[config.mk]
export PLATFORM = sky130hd
export DESIGN_NAME = trigonometric_unit
export DESIGN_NICKNAME = d
export VERILOG_FILES = /design/src/rtl/trigonometric_unit.sv
export SDC_FILE = /design/constraint.sdc
export NUM_CORES = 1
export LEC_CHECK = 0
export BUFFER_PORTS_ARGS = -buffer_cell sky130_fd_sc_hd__buf_2
export CAP_MARGIN = 40
export CORE_MARGIN = 5
export CORE_UTILIZATION = 44
export DETAILED_ROUTE_END_ITERATION = 12
export SYNTH_ARGS = -nofsm -noshare
export SYNTH_HDL_FRONTEND = slang
export SYNTH_SLANG_ARGS = --single-unit
[constraint.sdc]
create_clock -name clk -period 6.5 [get_ports clk]
set_input_delay 0.325 -clock clk [delete_from_list [all_inputs] [get_ports clk]]
set_output_delay 0.325 -clock clk [all_outputs]
set_load 0.02 [all_outputs]
[src/rtl/trigonometric_unit.sv]
// Fixed-point sine/cosine of an angle in tenths of a degree, 3-register pipeline.
// Quarter-wave 1-degree table with rounded linear interpolation of the tenths.
module trigonometric_unit (
   input  logic        clk,
   input  logic        rst,
   input  logic [11:0] degree,
   input  logic        iscos,
   output logic [9:0]  value
);

   // round(511 * sin(i deg)) for i = 0..90
   function automatic logic [8:0] sin_tab(input logic [6:0] idx);
      logic [8:0] t;
      t = 9'd0;
      case (idx)
         7'd0:  t = 9'd0;
         7'd1:  t = 9'd9;
         7'd2:  t = 9'd18;
         7'd3:  t = 9'd27;
         7'd4:  t = 9'd36;
         7'd5:  t = 9'd45;
         7'd6:  t = 9'd53;
         7'd7:  t = 9'd62;
         7'd8:  t = 9'd71;
         7'd9:  t = 9'd80;
         7'd10: t = 9'd89;
         7'd11: t = 9'd98;
         7'd12: t = 9'd106;
         7'd13: t = 9'd115;
         7'd14: t = 9'd124;
         7'd15: t = 9'd132;
         7'd16: t = 9'd141;
         7'd17: t = 9'd149;
         7'd18: t = 9'd158;
         7'd19: t = 9'd166;
         7'd20: t = 9'd175;
         7'd21: t = 9'd183;
         7'd22: t = 9'd191;
         7'd23: t = 9'd200;
         7'd24: t = 9'd208;
         7'd25: t = 9'd216;
         7'd26: t = 9'd224;
         7'd27: t = 9'd232;
         7'd28: t = 9'd240;
         7'd29: t = 9'd248;
         7'd30: t = 9'd256;
         7'd31: t = 9'd263;
         7'd32: t = 9'd271;
         7'd33: t = 9'd278;
         7'd34: t = 9'd286;
         7'd35: t = 9'd293;
         7'd36: t = 9'd300;
         7'd37: t = 9'd308;
         7'd38: t = 9'd315;
         7'd39: t = 9'd322;
         7'd40: t = 9'd328;
         7'd41: t = 9'd335;
         7'd42: t = 9'd342;
         7'd43: t = 9'd349;
         7'd44: t = 9'd355;
         7'd45: t = 9'd361;
         7'd46: t = 9'd368;
         7'd47: t = 9'd374;
         7'd48: t = 9'd380;
         7'd49: t = 9'd386;
         7'd50: t = 9'd391;
         7'd51: t = 9'd397;
         7'd52: t = 9'd403;
         7'd53: t = 9'd408;
         7'd54: t = 9'd413;
         7'd55: t = 9'd419;
         7'd56: t = 9'd424;
         7'd57: t = 9'd429;
         7'd58: t = 9'd433;
         7'd59: t = 9'd438;
         7'd60: t = 9'd443;
         7'd61: t = 9'd447;
         7'd62: t = 9'd451;
         7'd63: t = 9'd455;
         7'd64: t = 9'd459;
         7'd65: t = 9'd463;
         7'd66: t = 9'd467;
         7'd67: t = 9'd470;
         7'd68: t = 9'd474;
         7'd69: t = 9'd477;
         7'd70: t = 9'd480;
         7'd71: t = 9'd483;
         7'd72: t = 9'd486;
         7'd73: t = 9'd489;
         7'd74: t = 9'd491;
         7'd75: t = 9'd494;
         7'd76: t = 9'd496;
         7'd77: t = 9'd498;
         7'd78: t = 9'd500;
         7'd79: t = 9'd502;
         7'd80: t = 9'd503;
         7'd81: t = 9'd505;
         7'd82: t = 9'd506;
         7'd83: t = 9'd507;
         7'd84: t = 9'd508;
         7'd85: t = 9'd509;
         7'd86: t = 9'd510;
         7'd87: t = 9'd510;
         7'd88: t = 9'd511;
         7'd89: t = 9'd511;
         7'd90: t = 9'd511;
         default: t = 9'd0;
      endcase
      return t;
   endfunction

   // Stage 1: range reduction, cosine phase shift and quadrant folding
   logic [11:0] red_deg;
   logic [12:0] shifted;
   logic [11:0] ang;
   logic [11:0] fold;
   logic [9:0]  mag_d, mag_q;
   logic        neg1_d, neg1_q;

   always_comb begin
      red_deg = (degree >= 12'd3600) ? degree - 12'd3600 : degree;
      shifted = {1'b0, red_deg} + 13'd900;
      ang     = red_deg;
      if (iscos) begin
         ang = (shifted >= 13'd3600) ? 12'(shifted - 13'd3600) : shifted[11:0];
      end
      fold   = ang;
      neg1_d = 1'b0;
      if (ang < 12'd900) begin
         fold = ang;
      end else if (ang < 12'd1800) begin
         fold = 12'd1800 - ang;
      end else if (ang < 12'd2700) begin
         fold   = ang - 12'd1800;
         neg1_d = 1'b1;
      end else begin
         fold   = 12'd3600 - ang;
         neg1_d = 1'b1;
      end
      mag_d = 10'(fold);
   end

   // Stage 2: split into whole degrees and tenths, fetch the two neighbouring entries
   logic [6:0] idx, idx_hi;
   logic [3:0] frac_d, frac_q;
   logic [8:0] lo_d, lo_q, hi;
   logic [3:0] diff_d, diff_q;
   logic       neg2_q;

   always_comb begin
      idx    = 7'(mag_q / 10'd10);
      frac_d = 4'(mag_q % 10'd10);
      idx_hi = (idx == 7'd90) ? idx : idx + 7'd1;
      lo_d   = sin_tab(idx);
      hi     = sin_tab(idx_hi);
      // Sine is monotonic on the quarter wave, so the step is never negative
      diff_d = 4'(hi - lo_d);
   end

   // Stage 3: interpolate with round-to-nearest, then apply the quadrant sign
   logic [7:0] prod;
   logic [3:0] step;
   logic [9:0] mag;
   logic [9:0] value_d, value_q;

   always_comb begin
      prod    = {4'd0, diff_q} * {4'd0, frac_q};
      step    = 4'((prod + 8'd5) / 8'd10);
      mag     = {1'b0, lo_q} + {6'd0, step};
      value_d = neg2_q ? (~mag + 10'd1) : mag;
   end

   always_ff @(posedge clk) begin
      if (rst) begin
         mag_q   <= '0;
         neg1_q  <= 1'b0;
         lo_q    <= '0;
         diff_q  <= '0;
         frac_q  <= '0;
         neg2_q  <= 1'b0;
         value_q <= '0;
      end else begin
         mag_q   <= mag_d;
         neg1_q  <= neg1_d;
         lo_q    <= lo_d;
         diff_q  <= diff_d;
         frac_q  <= frac_d;
         neg2_q  <= neg1_q;
         value_q <= value_d;
      end
   end

   assign value = value_q;

endmodule

==> qor.tcl <==
set qor(cts_made_buffers) 5
set qor(groute.usage.overall) 0.204
set qor(distinct_cells_synth) 120
set qor(drive_above_1_share) 0.197
set qor(dr_total_vias) 7740
set qor(critical_path_arrival_ns) 6.62
set qor(post-route-drc-count) 0
set qor(via_count_of_the_first_global_routing_pass) 7033
set qor(postLayoutCoreUtil) 0.510
set qor(synth-warning-count) 0
set qor(cpPeakStageDelay_ns) 0.51
set qor(critical_path.endpoint_type) {flop}
set qor(drv.max_cap_violation_count) 0
set qor(finalNetCount) 1120
set qor(worst_pin_slew_ns) 0.841
set qor(irDropWorstVdd_mv) 0.326
set qor(synth_nets) 1082
set qor(cts_num_sinks) 39
set qor(route.antenna.remaining_nets) 0
set qor(num_rows) 46
set qor(die_w_microns) 138
set qor(detailedPlacementHpwl_microns) 15700
set qor(grt_overflow_total) 0
set qor(io_buffers) 24
set qor(detailedRoute.firstPassIterationCount) 5
set qor(core_area_sq_um) 16000
set qor(wire_length_of_the_first_global_routing_pass_microns) 34100
set qor(worstHoldPathType) {in -> reg}
set qor(die-area_sq_um) 19100
set qor(clock_path_buffers) 2
set qor(max_freq_mhz) 156
set qor(yosys.cell_count.top_type) {nor2_1}
set qor(finalCritPeriodShare) 0.986
set qor(timing_hold_violations_final) 0
set qor(finalPower_w) 0.00507
set qor(place_congestion) 0.929
set qor(status) {finished, final reports clean}
set qor(yosysTopAreaCell) {dfxtp_1}
set qor(ys_top_cells_by_area) {dfxtp_1 (11%), ha_1 (9.2%), nor2_1 (6.3%), a21oi_1 (4.8%), nand2_1 (4.7%)}
set qor(startpoint_class_of_the_critical_path) {flop}
set qor(regArea_sq_um) 786
set qor(detail_route.wl_per_cell_microns) 16.4
set qor(post_drt_via_cell_ratio) 6.13
set qor(share_of_synthesized_registers_carrying_an_async_set_or_reset) 0
set qor(leakage_nw) 3.39
set qor(grt_start_max_net_pins) 35
set qor(fill_cells) 1613
set qor(syn-cell-area_sq_um) 7220
set qor(detailedRoute.firstIterationViolations) 469
set qor(syn-instance-count) 1007
set qor(yosys.area.top_type_share) 0.108
set qor(antenna_cells) 0
set qor(whs_ns) 0.297
set qor(layout-area-overhead-vs-synth_pct) 13.1
set qor(tritoncts_clock_tree) {built}
set qor(power_density_nw_per_um2) 620
set qor(crit_type) {reg -> reg}
set qor(synth_area_per_cell_sq_um) 7.17
set qor(slew_headroom) 0.437
set qor(clkTransAtPathRegs_ns) 0.06
set qor(dieHeight_microns) 138
set qor(report.final.slew_viol_count) 0
set qor(synth_enable_flop_cells) 0
set qor(setup_viol_count_final) 0
set qor(cp_data_required_time_ns) 6.71
set qor(main_flop_type_after_synthesis) {dfxtp_1}
set qor(worst_skew_pair.late_latency_ns) 0.28
set qor(synth_seq_cells) 39
set qor(antenna_found_initial) 0
set qor(finalCriticalPeriod_ns) 6.41
set qor(cts-root-buf) {clkbuf_16}
set qor(clock_tree.htree_level_count) 2
set qor(count_of_boundary_i_o_pins) 25
set qor(start_util) 0.451
set qor(cpMaxStageDelayCell) {fa_1}
set qor(multi_input_area_sq_um) 6050
set qor(crit_path_max_fanout) 4
set qor(routed_wl_microns) 20800
set qor(synth_top_cells_by_count) {nor2_1 (121), nand2_1 (91), a21oi_1 (69)}
set qor(synth-seq-area-share) 0.108
set qor(unrepaired_setup_endpoints_after_global_routing) {true}
set qor(worst_clock_skew_ns) 0.00552
==> per-stage QoR <==
| step | cell area (sq um) | TNS (ns) | cells | setup slack (ns) |
|---|---|---|---|---|
| CTS | 8060 | 0 | 1261 | 0.0507 |
| global route | 8170 | -1.04 | 1262 | -0.426 |
| detailed placement | 7820 | -0.254 | 1248 | -0.204 |
| finish | 8170 | 0 | 1262 | 0.0913 |
| global placement | 7820 | -0.0986 | 1247 | -0.0986 |
| floorplan | 7300 | -0.00739 | 1007 | -0.00739 |
==> logic make-up (layout without fill, tap and decap cells) <==
group | count (synthesis) | in the layout | synth area share
multiplexers | 24 | 24 | 0.0362
buffers and inverters | 120 | 159 | 0.0799
flip-flops | 39 | 39 | 0.108
AND/OR/NAND/NOR | 385 | 385 | 0.262
AO/OA/AOI/OAI | 325 | 325 | 0.334
adder cells (fa/ha/maj) | 64 | 64 | 0.117
XOR/XNOR | 50 | 50 | 0.0627
==> sequential cells by signal, summed over array words and instances, names as in the netlist <==
signal / cells
neg2_q: 1
value: 10
frac_q: 4
diff_q: 4
neg1_q: 1
mag_q: 10
lo_q: 9
==> path summary, 6_finish.rpt <==
check | endpoint | cells after the start | slack (ns) | start
worst max-delay path | value[9] | 33 | 0.09 | diff_q[1]
worst min-delay path | mag_q[0] | 3 | 0.30 | degree[0]
worst max register to register | value[9] | 33 | 0.09 | diff_q[1]
worst min register to register | neg2_q | 1 | 0.44 | neg1_q
==> critical path, delay by kind of cell, from the launching register on <==
kind / cells / cell delay (ns)
AO/OA/AOI/OAI: 11 / 1.90
XOR/XNOR: 4 / 0.60
AND/OR/NAND/NOR: 9 / 1.15
adder cells (fa/ha/maj): 7 / 2.19
flip-flops: 1 / 0.33
buffers and inverters: 2 / 0.13
==> what timing repair did <==
action / 4_1_cts / 5_1_grt
gates resized for setup: 6 / 29
endpoints found under the hold margin: 0 / 0
setup endpoints to repair: 3 / 7
buffers inserted: 5 / 3
pin swaps: 13 / 9
hold buffers: 0 / 0
==> where the power goes <==
group / total, W / switching (W) / internal (W)
sequential: 0.000379 / 0.0000554 / 0.000324
combinational: 0.00437 / 0.00255 / 0.00183
clock: 0.000313 / 0.0000933 / 0.000220
total: 0.00507 / 0.00269 / 0.00237
==> cell type report <==
cell class              count  share of cell area
flip-flops and latches     39              0.0962
inverters                  54              0.0248
repair buffers             97              0.0820
clock inverters             2             0.00735
well taps                 216              0.0331
multi-input cells         848               0.741
clock buffers               6              0.0158
==> routing by layer <==
metal / wire, microns / vias up / global-route usage
met5: 0 / - / 0
met4: 438 / 0 / 0.0525
met3: 1180 / 45 / 0.0193
met2: 10100 / 266 / 0.365
met1: 9030 / 3629 / 0.262
li1: - / 3800 / -
==> placed cells by master (no fill, tap or decap), drive strengths merged, types with 15 or more instances in the layout <==
| cell | Yosys | final |
|---|---|---|
| o21ai | 60 | 60 |
| dfxtp | 39 | 39 |
| xnor2 | 38 | 38 |
| nand2 | 91 | 91 |
| ha | 53 | 53 |
| mux2i | 16 | 16 |
| a21o | 15 | 15 |
| a21oi | 71 | 71 |
| nor2 | 121 | 121 |
| nand3 | 35 | 35 |
| nor3 | 34 | 34 |
| inv | 54 | 54 |
| buf | 21 | 97 |
| and2 | 21 | 21 |
| o211ai | 16 | 16 |
No activity file was read; power rests on OpenSTA's default activity.
